[src/rtl/mission_sequencer.sv]
// Purpose: top-level mission FSM for the pick-and-deliver robot (follow, grab, turn, return, release).
// Latency: outputs are registered and decoded from next-state, so they change on the same edge as state.
// Backpressure: none; sensor inputs are level-sampled every cycle and debounced internally.
module mission_sequencer #(
  parameter logic [9:0]  TARGET_DST   = 10'd500,
  parameter int unsigned DEBOUNCE     = 4,
  parameter int unsigned GRIP_CYCLES  = 50_000_000,
  parameter int unsigned LOST_TIMEOUT = 25_000_000
) (
  input  logic       clk,
  input  logic       reset,
  input  logic       start,
  input  logic [1:0] IPS,
  input  logic       midIPS,
  input  logic [1:0] IR,
  input  logic [9:0] dst,
  output logic [2:0] move_cmd,
  output logic       grip_cmd,
  output logic [2:0] state,
  output logic       done,
  output logic       fault
);

  typedef enum logic [2:0] {
    S_IDLE    = 3'd0,
    S_FOLLOW  = 3'd1,
    S_GRAB    = 3'd2,
    S_TURN    = 3'd3,
    S_RETURN  = 3'd4,
    S_RELEASE = 3'd5,
    S_DONE    = 3'd6,
    S_FAULT   = 3'd7
  } state_e;

  localparam logic [2:0] MV_STOP   = 3'd0;
  localparam logic [2:0] MV_FOLLOW = 3'd1;
  localparam logic [2:0] MV_TURN_L = 3'd2;

  // Debounce counters saturate at DEBOUNCE; one timer serves dwell and timeouts.
  localparam int unsigned DW   = $clog2(DEBOUNCE + 1);
  localparam int unsigned MAXC = (GRIP_CYCLES > LOST_TIMEOUT) ? GRIP_CYCLES : LOST_TIMEOUT;
  localparam int unsigned TW   = $clog2(MAXC + 1);

  localparam logic [DW-1:0] DEB_MAX = DW'(DEBOUNCE);
  localparam logic [DW-1:0] DEB_M1  = DW'(DEBOUNCE - 1);
  localparam logic [TW-1:0] TMR_MAX = TW'(MAXC);
  localparam logic [TW-1:0] GRIP_M1 = TW'(GRIP_CYCLES - 1);
  localparam logic [TW-1:0] LOST_M1 = TW'(LOST_TIMEOUT - 1);

  state_e        state_q, state_d;
  logic [DW-1:0] tgt_cnt_q, tgt_cnt_d;
  logic [DW-1:0] junc_cnt_q, junc_cnt_d;
  logic [DW-1:0] mid_cnt_q, mid_cnt_d;
  logic [TW-1:0] tmr_q, tmr_d;
  logic          seen_low_q, seen_low_d;
  logic [2:0]    move_q, move_d;
  logic          grip_q, grip_d;
  logic          done_q, done_d;
  logic          fault_q, fault_d;

  logic tgt, lost, junc;
  logic tgt_acc, junc_acc, mid_acc;
  logic lost_to, dwell_end, entering;

  // Next-state, counter updates and output decode from the next state.
  always_comb begin
    tgt  = (IR != 2'b00) && (dst == TARGET_DST);
    lost = (IPS == 2'b00) && !midIPS;
    junc = (IPS == 2'b11) && midIPS;

    // A condition is accepted on the sample that completes DEBOUNCE in a row.
    tgt_acc   = tgt    && (tgt_cnt_q  >= DEB_M1);
    junc_acc  = junc   && (junc_cnt_q >= DEB_M1);
    mid_acc   = midIPS && (mid_cnt_q  >= DEB_M1);
    lost_to   = tmr_q >= LOST_M1;
    dwell_end = tmr_q >= GRIP_M1;

    state_d = state_q;
    case (state_q)
      S_IDLE, S_DONE: if (start) state_d = S_FOLLOW;
      S_FOLLOW: begin
        if (tgt_acc)              state_d = S_GRAB;
        else if (lost && lost_to) state_d = S_FAULT;
      end
      S_GRAB:    if (dwell_end) state_d = S_TURN;
      S_TURN: begin
        // Only reacquire after the centre sensor has left the old line.
        if (seen_low_q && mid_acc) state_d = S_RETURN;
        else if (lost_to)          state_d = S_FAULT;
      end
      S_RETURN: begin
        if (junc_acc)             state_d = S_RELEASE;
        else if (lost && lost_to) state_d = S_FAULT;
      end
      S_RELEASE: if (dwell_end) state_d = S_DONE;
      default: ;
    endcase

    entering = (state_d != state_q);

    tgt_cnt_d  = tgt_cnt_q;
    junc_cnt_d = junc_cnt_q;
    mid_cnt_d  = mid_cnt_q;
    tmr_d      = tmr_q;
    seen_low_d = seen_low_q;
    if (entering) begin
      tgt_cnt_d  = '0;
      junc_cnt_d = '0;
      mid_cnt_d  = '0;
      tmr_d      = '0;
      seen_low_d = 1'b0;
    end else begin
      tgt_cnt_d  = !tgt    ? '0 : (tgt_cnt_q  == DEB_MAX) ? tgt_cnt_q  : tgt_cnt_q  + 1'b1;
      junc_cnt_d = !junc   ? '0 : (junc_cnt_q == DEB_MAX) ? junc_cnt_q : junc_cnt_q + 1'b1;
      mid_cnt_d  = !midIPS ? '0 : (mid_cnt_q  == DEB_MAX) ? mid_cnt_q  : mid_cnt_q  + 1'b1;
      seen_low_d = seen_low_q | !midIPS;
      // While following, the timer measures the current lost run; elsewhere, time in state.
      if ((state_q == S_FOLLOW || state_q == S_RETURN) && !lost) tmr_d = '0;
      else if (tmr_q != TMR_MAX)                                 tmr_d = tmr_q + 1'b1;
    end

    move_d  = MV_STOP;
    grip_d  = 1'b0;
    done_d  = 1'b0;
    fault_d = 1'b0;
    case (state_d)
      S_FOLLOW: move_d = MV_FOLLOW;
      S_GRAB:   grip_d = 1'b1;
      S_TURN:   begin move_d = MV_TURN_L; grip_d = 1'b1; end
      S_RETURN: begin move_d = MV_FOLLOW; grip_d = 1'b1; end
      S_DONE:   done_d = 1'b1;
      // Keep whatever the gripper was doing so a carried payload is not dropped.
      S_FAULT:  begin grip_d = grip_q; fault_d = 1'b1; end
      default: ;
    endcase
  end

  // State, counters and registered outputs with synchronous reset.
  always_ff @(posedge clk) begin
    if (reset) begin
      state_q    <= S_IDLE;
      tgt_cnt_q  <= '0;
      junc_cnt_q <= '0;
      mid_cnt_q  <= '0;
      tmr_q      <= '0;
      seen_low_q <= 1'b0;
      move_q     <= MV_STOP;
      grip_q     <= 1'b0;
      done_q     <= 1'b0;
      fault_q    <= 1'b0;
    end else begin
      state_q    <= state_d;
      tgt_cnt_q  <= tgt_cnt_d;
      junc_cnt_q <= junc_cnt_d;
      mid_cnt_q  <= mid_cnt_d;
      tmr_q      <= tmr_d;
      seen_low_q <= seen_low_d;
      move_q     <= move_d;
      grip_q     <= grip_d;
      done_q     <= done_d;
      fault_q    <= fault_d;
    end
  end

  assign state    = state_q;
  assign move_cmd = move_q;
  assign grip_cmd = grip_q;
  assign done     = done_q;
  assign fault    = fault_q;

endmodule

[config.mk]
export PLATFORM = sky130hd
export DESIGN_NAME = mission_sequencer
export DESIGN_NICKNAME = d
export VERILOG_FILES = /design/src/rtl/mission_sequencer.sv
export SDC_FILE = /design/constraint.sdc
export NUM_CORES = 1
export LEC_CHECK = 0
export CAP_MARGIN = 10
export CORE_MARGIN = 4
export CORE_UTILIZATION = 34
export CTS_CLUSTER_SIZE = 14
export DETAILED_ROUTE_END_ITERATION = 10
export SLEW_MARGIN = 20
export SYNTH_ARGS = -nofsm -noshare
export SYNTH_HDL_FRONTEND = slang
export SYNTH_SLANG_ARGS = --single-unit
[constraint.sdc]
create_clock -name clk -period 2.8 [get_ports clk]
set_input_delay 0.56 -clock clk [delete_from_list [all_inputs] [get_ports clk]]
set_output_delay 0.56 -clock clk [all_outputs]
set_load 0.02 [all_outputs]
==> results_dict.tcl, run 1 <==
set metrics [dict create \
    status "finished clean" \
    min_period_ns 2.567 \
    htreeDepth 2 \
    start_util_pct 35.30 \
    dieArea_mm2 0.009612 \
    synth_commonest_cells "44 x dfxtp_1, 24 x nand2_1, 23 x nor4_2" \
    rsz0062_at_grt "no" \
    core_mm2 0.007807 \
    finalSetupViolCount 0 \
    synth_edf_count 0 \
    num_rows 32 \
    dp_cells 442 \
    worst_hold_path.endpoint "seen_low_q" \
    async_reset_ff_share_pct 0 \
    reg2reg_from "tmr_q[8]" \
    hold_path.startpoint "seen_low_q" \
    finalNonFillerCells 450 \
    clock_path_buffers 2 \
    hold_path_class "flop to flop" \
    clock_sinks 44 \
    drt-total-wl_um 5969 \
    synthCells 302 \
    clk_latency_ns 0.29 \
    ys_seq_elements 44 \
    vdd_drop_max_v 0.0002648 \
    cts_resized 0 \
    max_freq_mhz 389.6 \
    overflow 0 \
    clock-skew-final_ns 0.005134 \
    tightest_slew_ns 0.5371 \
    wl_per_cell_um 13.26 \
    diodes 0 \
    yosysUniqueCellTypes 58 \
    grt_pass1_vias 2192 \
    yosysTopAreaCell "dfxtp_1" \
    min_path_cells 2 \
    whs_ns 0.4826 \
    dr.pass1.iters 4 \
    area_delta_synth_final_pct 23.83 \
    relSlewSlack_pct 63.92 \
    finalHoldViolations 0 \
    p_leak_nw 1.125 \
    critPathLaunchType "input port" \
    cp-end-kind "flop" \
    cts_buffers 5 \
    slew_violations 0 \
    reg2regPathDepth 8 \
    netlist.area_leader.share_pct 31.96 \
    worstSetupPathType "input port to flop" \
    cts-root-buf "clkbuf_8" \
    vias 2303 \
    synthTopCellsByArea "dfxtp_1 32%, nor4_2 10%, xor2_1 5.4%" \
    grt_start_max_net_pins 30 \
    p_per_area_mw_per_mm2 375.0 \
    antenna_found_initial 0 \
    nNetsFinal 376 \
    cts_setup_buffers 0 \
    path_clk_slew_ns 0.08 \
    worstPathMaxFanout 29 \
    portBuffers 25 \
    synth_fp_nets 331 \
    critical_path.reg2reg.endpoint "mid_cnt_q[0]" \
    arrival_ns 2.77 \
    synth_flop_cell "dfxtp_1" \
    ys_seq_area_share_pct 31.96 \
    cp.required_ns 3.00 \
    yosysWarnings 0 \
    gr-usage-all-layers_pct 12.24 \
    postRouteAntennaNets 0 \
    worst_slack_ns 0.2333 \
    ios 27 \
    yosysMostFrequentCell "dfxtp_1" \
    period_share_pct 91.67 \
    cts_tree "built" \
    pre_cts_ws_ns -0.1339 \
    max_cap_violations 0 \
    drc_errors 0 \
    syn_area_mm2 0.002756 \
    die_y_um 98.04 \
    routabilityCongestion 0.8055 \
    synth.avg_cell_area_um2 9.127 \
    drive_gt1_share_pct 20.40 \
    die_x_um 98.04 \
    place_hpwl_um 4497 \
    avgViaCountPerCell 5.118 \
    regToRegSetupSlack_ns 0.24 \
    drt_iter0_markers 75 \
    grt_pass1_wl_um 10010 \
    ctsHoldBuffers 0 \
]
-- logic make-up after synthesis --
group                    after synthesis  share of synthesized area [%]
AND/OR/NAND/NOR                      137                          32.91
flip-flops                            44                          31.96
AO/OA/AOI/OAI                         41                          12.30
buffers and inverters                 33                          6.083
XOR/XNOR                              30                          9.805
adder cells (fa/ha/maj)               12                          5.356
multiplexers                           4                          1.453
other                                  1                         0.1360
-- cell type report --
| class | count | area [um2] |
|---|---|---|
| tap | 102 | 127.6 |
| sequential | 44 | 880.8 |
| fill | 786 | 4394 |
| multi-input combinational | 225 | 1740 |
| clock buffer | 6 | 72.57 |
| inverter | 17 | 63.81 |
| clock inverter | 2 | 35.03 |
| timing repair buffer | 54 | 493.0 |
-- metrics by stage --
stage               util (%)  instance area (um2)  power, mW  setup TNS [ns]
detailed placement     42.26                 3299     0.8128          -3.369
floorplan                  -                 2756     0.7495               0
CTS                    43.64                 3407      1.298               0
global route           43.72                 3413      1.338               0
finish                 43.72                 3413      1.280               0
global placement       42.26                 3299     0.8103          -2.267
-- metal layers --
layer	global-route usage, %	up-vias	wire length, um
met4	3.514	0	63
met5	0	-	0
met3	3.286	9	323
met2	18.90	55	2690
li1	-	1198	-
met1	16.77	1041	2891
-- where the power goes --
group	leakage [nW]	total, mW	switching [mW]	internal [mW]
Sequential	0.355	0.639	0.00713	0.631
Combinational	0.714	0.158	0.0846	0.0737
Clock	0.0552	0.483	0.218	0.265
Total	1.12	1.28	0.310	0.970
-- flip-flops by register name, summed over array words and instances, names as in the netlist --
| register | flops |
|---|---|
| seen_low_q | 1 |
| mid_cnt_q | 3 |
| tgt_cnt_q | 3 |
| grip_cmd | 1 |
| done | 1 |
| fault | 1 |
| tmr_q | 26 |
| move_cmd | 2 |
| junc_cnt_q | 3 |
| state | 3 |
-- worst max path at each step --
stage	cells past startpoint	from	slack, ns	end
after detailed placement	10	dst[2]	-0.13	tmr_q[24]
after global routing	10	dst[0]	0.06	tmr_q[17]
after CTS	10	dst[2]	0.16	tmr_q[24]
after floorplan	8	dst[0]	0.25	tmr_q[16]
after global placement	10	dst[2]	-0.09	tmr_q[2]
final	10	dst[2]	0.23	tmr_q[2]
-- worst max-delay path, stage by stage --
cell             delay, ns
clkdlybuf4s50_1       0.44
nor4bb_2              0.30
o2111a_1              0.25
buf_4                 0.12
a41o_1                0.16
o22a_1                0.16
o32ai_4               0.12
xnor2_4               0.16
buf_12                0.19
nor4b_1               0.29
-- layout by cell type, fill, tap and decap left out, types with 6 or more instances in the layout --
cell type / synthesis / routed
nor2_1: 16 / 16
nor4_1: 9 / 9
ha_1: 11 / 11
xnor2_1: 12 / 12
buf_4: 1 / 27
nor4_2: 23 / 23
xor2_1: 17 / 17
dfxtp_1: 44 / 44
nand2_1: 24 / 24
nand3_1: 14 / 14
nand4_1: 6 / 6
a21oi_1: 8 / 8
clkdlybuf4s50_1: 0 / 25
inv_1: 17 / 17
nor3_1: 11 / 11
or3_1: 6 / 6
Power figures use the tool's default switching activity.
==> run 2, diff against run 1 <==
REMOVE_ABC_BUFFERS = 1   (was default)
==> results_dict.tcl, run 2 (synthesized netlist as in run 1, its figures left out) <==
set metrics [dict create \
    status "finished clean" \
    antenna_found_initial 0 \
    cts_buffers 5 \
    arrival_ns 2.87 \
    diodes 0 \
    rsz0062_at_grt "no" \
    nNetsFinal 374 \
    path_clk_slew_ns 0.08 \
    drt_iter0_markers 112 \
    cp-end-kind "flop" \
    overflow 0 \
    cts-root-buf "clkbuf_8" \
    final_common_cell "dfxtp_1" \
    reg2reg_from "tmr_q[8]" \
    placed_area_mm2 0.003284 \
    max_cap_violations 0 \
    p_per_area_mw_per_mm2 347.8 \
    drt-total-wl_um 5993 \
    clock_path_buffers 2 \
    ios 27 \
    ctsHoldBuffers 0 \
    layout_common_cells "44 x dfxtp_1, 25 x clkdlybuf4s50_1, 25 x buf_4" \
    gr-usage-all-layers_pct 12.78 \
    largest_register "tmr_q" \
    seq_area_um2 880.8 \
    reg2regPathDepth 7 \
    die_x_um 98.04 \
    finalSetupViolCount 0 \
    portBuffers 25 \
    crit_path_end "mid_cnt_q[1]" \
    avgViaCountPerCell 5.199 \
    finalInstanceArea_mm2 0.003385 \
    p_leak_nw 1.110 \
    worstSetupPathType "flop to flop" \
    cp.required_ns 3.00 \
    critical_path.reg2reg.endpoint "mid_cnt_q[1]" \
    slew_violations 0 \
    finalSetupTns_ns 0 \
    drc_errors 0 \
    period_share_pct 95.39 \
    start_util_pct 35.30 \
    clock-skew-final_ns 0.003887 \
    grt_pass1_vias 2291 \
    die_y_um 98.04 \
    grt_start_max_net_pins 27 \
    num_rows 32 \
    pre_cts_ws_ns -0.3343 \
    drive_gt1_share_pct 20.29 \
    htreeDepth 2 \
    vias 2324 \
    clock_sinks 44 \
    core_mm2 0.007807 \
    routabilityCongestion 0.8394 \
    cts_tree "built" \
    n_fill_cell 784 \
    max_freq_mhz 374.4 \
    postRouteAntennaNets 0 \
    critPathLaunch "tmr_q[8]" \
    grt_pass1_wl_um 10370 \
    hold_path_class "flop to flop" \
    dp_cells 440 \
    dr.pass1.iters 4 \
    area_delta_synth_final_pct 22.79 \
    clk_latency_ns 0.30 \
    worstPathMaxFanout 5 \
    multi_input_area_mm2 0.001757 \
    finalHoldViolations 0 \
    vdd_drop_max_v 0.0001864 \
    dieArea_mm2 0.009612 \
    whs_ns 0.4854 \
    min_period_ns 2.671 \
    min_path_cells 2 \
    worst_slack_ns 0.1291 \
    wl_per_cell_um 13.41 \
    critPathLaunchType "flop" \
    finalNonFillerCells 447 \
    place_hpwl_um 4525 \
    regToRegSetupSlack_ns 0.13 \
    largest_reg_flops 26 \
]
-- run 2: changes by cell type in the layout (fill, tap and decap cells not counted), sizes merged --
cell	delta
buf	-2
bufinv	-1
-- run 2: stage by stage --
stage               power [mW]  util [%]
global placement        0.8081     42.07
detailed placement      0.8109     42.07
finish                   1.177     43.35
CTS                      1.191     43.14
global route             1.227     43.35
floorplan               0.7258         -
-- run 2: final cells by class --
cell class | instances | share of cell area [%]
repair buffers | 52 | 14.12
well taps | 102 | 3.771
flip-flops and latches | 44 | 26.03
multi-input cells | 225 | 51.90
clock inverters | 1 | 0.1479
inverters | 17 | 1.885
clock buffers | 6 | 2.144
-- run 2: layer usage --
layer  global-route usage [%]  routed length [um]  vias up
met5                        0                   0        -
met4                    3.621                  71        0
met3                    2.357                 157        8
met2                    21.83                2894       29
met1                    16.43                2870     1092
li1                         -                   -     1195
-- run 2: worst min-delay path by stage --
stage	from	to
after global placement	seen_low_q	seen_low_q
after detailed placement	seen_low_q	seen_low_q
after CTS	seen_low_q	seen_low_q
after global routing	seen_low_q	seen_low_q
final	seen_low_q	seen_low_q
after floorplan	seen_low_q	seen_low_q
-- run 2: repair_timing --
| action | in CTS | in global routing |
|---|---|---|
| endpoints found under the setup margin | 3 | 30 |
| resized for setup | 1 | 3 |
| pin swaps | 0 | 1 |
| buffers inserted | 0 | 0 |
| endpoints found under the hold margin | 0 | 0 |
-- run 2: report_power, final --
group          switching [mW]  total (mW)  internal [mW]
sequential            0.00889       0.640          0.631
combinational          0.0838       0.157         0.0729
clock                   0.210       0.380          0.170
-- run 2: worst max-delay path, cell delays in order (launching register included) --
cell and delay, ns:
dfxtp_1 0.32, or3_1 0.40, a2111o_1 0.45, a31o_4 0.28, a311oi_2 0.40, a31oi_4 0.15, or2_1 0.31, nor4_1 0.26
==> run 3, diff against run 2 <==
clock period = 3.01 ns   (was 2.8 ns; I/O delays follow)
==> results_dict.tcl, run 3 (synthesized netlist as in run 1, its figures left out) <==
set metrics [dict create \
    avgViaCountPerCell 5.299 \
    cp.required_ns 3.20 \
    cp-end-kind "flop" \
    grt_pass1_wl_um 10540 \
    n_fill_cell 801 \
    whs_ns 0.4815 \
    use_met1_pct 17.70 \
    antenna_found_initial 0 \
    drive_gt1_share_pct 16.82 \
    layout_common_cells "44 x dfxtp_1, 25 x clkdlybuf4s50_1, 24 x nand2_1" \
    critPathLaunchType "input port" \
    num_rows 32 \
    area_delta_synth_final_pct 19.38 \
    clock_sinks 44 \
    start_util_pct 35.30 \
    worstPathMaxFanout 10 \
    min_path_cells 2 \
    ctsHoldBuffers 0 \
    placed_area_mm2 0.003207 \
    slew_violations 0 \
    status "finished clean" \
    finalSetupViolCount 0 \
    p_per_area_mw_per_mm2 329.6 \
    clock-skew-final_ns 0.007845 \
    drt_iter0_markers 133 \
    cts_setup_buffers 0 \
    htreeDepth 2 \
    diodes 0 \
    reg2regPathDepth 7 \
    core_mm2 0.007807 \
    vias 2305 \
    drt-total-wl_um 5901 \
    max_cap_violations 0 \
    rsz0062_at_grt "no" \
    vdd_drop_max_v 0.0002297 \
    grt_pass1_vias 2254 \
    clock_path_buffers 2 \
    arrival_ns 2.98 \
    drc_errors 0 \
    finalHoldViolations 0 \
    grt_start_max_net_pins 27 \
    portBuffers 25 \
    grt_use_met3_pct 2.357 \
    p_leak_nw 1.043 \
    busiest_layer "met2" \
    path_clk_slew_ns 0.08 \
    postRouteAntennaNets 0 \
    hold_path_class "flop to flop" \
    wl_per_cell_um 13.57 \
    gr-usage-all-layers_pct 13.02 \
    largest_register "tmr_q" \
    worstSetupPathType "input port to flop" \
    cts_buffers 5 \
    max_freq_mhz 358.8 \
    final_common_cell "dfxtp_1" \
    cts-root-buf "clkbuf_8" \
    die_y_um 98.04 \
    period_share_pct 92.58 \
    finalInstanceArea_mm2 0.003291 \
    overflow 0 \
    cts_tree "built" \
    clk_latency_ns 0.29 \
    finalSetupTns_ns 0 \
    die_x_um 98.04 \
    fin_util_pct 42.15 \
    largest_reg_flops 26 \
    place_hpwl_um 4409 \
    total_power_mw 1.084 \
    routabilityCongestion 0.7687 \
    dr.pass1.iters 4 \
    ios 27 \
    tightest_slew_ns 0.6114 \
    relSlewSlack_pct 58.96 \
    dieArea_mm2 0.009612 \
    nNetsFinal 362 \
    grt_util_met2_pct 21.52 \
    min_period_ns 2.787 \
]
## run 3: area by class of cell
type,count,area [um2],share of cell area (%)
well taps,102,127.6,3.878
multi-input cells,225,1740,52.89
clock inverters,1,5.005,0.1521
clock buffers,6,72.57,2.205
inverters,17,63.81,1.939
repair buffers,40,400.4,12.17
flip-flops and latches,44,880.8,26.77
## run 3: metal layers
layer  part of all wire [%]  vias to the layer above
met4                   0.63                        0
met3                    1.9                        5
met1                     49                     1105
met5                      0                        -
met2                     49                       26
li1                       -                     1169
## run 3: power by group
| part | leakage, nW | total (mW) | internal [mW] | switching, mW |
|---|---|---|---|---|
| Combinational | 0.647 | 0.141 | 0.0648 | 0.0762 |
| Clock | 0.0410 | 0.348 | 0.158 | 0.190 |
| Sequential | 0.355 | 0.596 | 0.587 | 0.00819 |
| Total | 1.04 | 1.08 | 0.810 | 0.274 |
## run 3: timing repair
item                                   CTS  global route
gates resized for setup                  0             1
setup endpoints to repair                0             2
endpoints found under the hold margin    0             0
## run 3: final timing paths
path / startpoint / endpoint / slack (ns)
max: dst[2] / junc_cnt_q[0] / 0.22
min: seen_low_q / seen_low_q / 0.48
max reg2reg: tmr_q[8] / mid_cnt_q[0] / 0.29
min reg2reg: seen_low_q / seen_low_q / 0.48
## run 3: through the flow
stage,setup slack (ns),std cells
after floorplan,-1.180,286
final,0.2233,435
after global routing,0.01025,435
after CTS,0.1338,435
after global placement,-0.06390,428
after detailed placement,-0.1791,428
## run 3: critical path, cell delays in order
cell and delay, ns:
clkdlybuf4s50_1 0.44, nor4bb_2 0.34, o2111a_1 0.33, nand3_1 0.10, a211oi_1 0.22, buf_4 0.15
o32ai_4 0.12, xnor2_4 0.17, buf_4 0.18, nor4_1 0.31
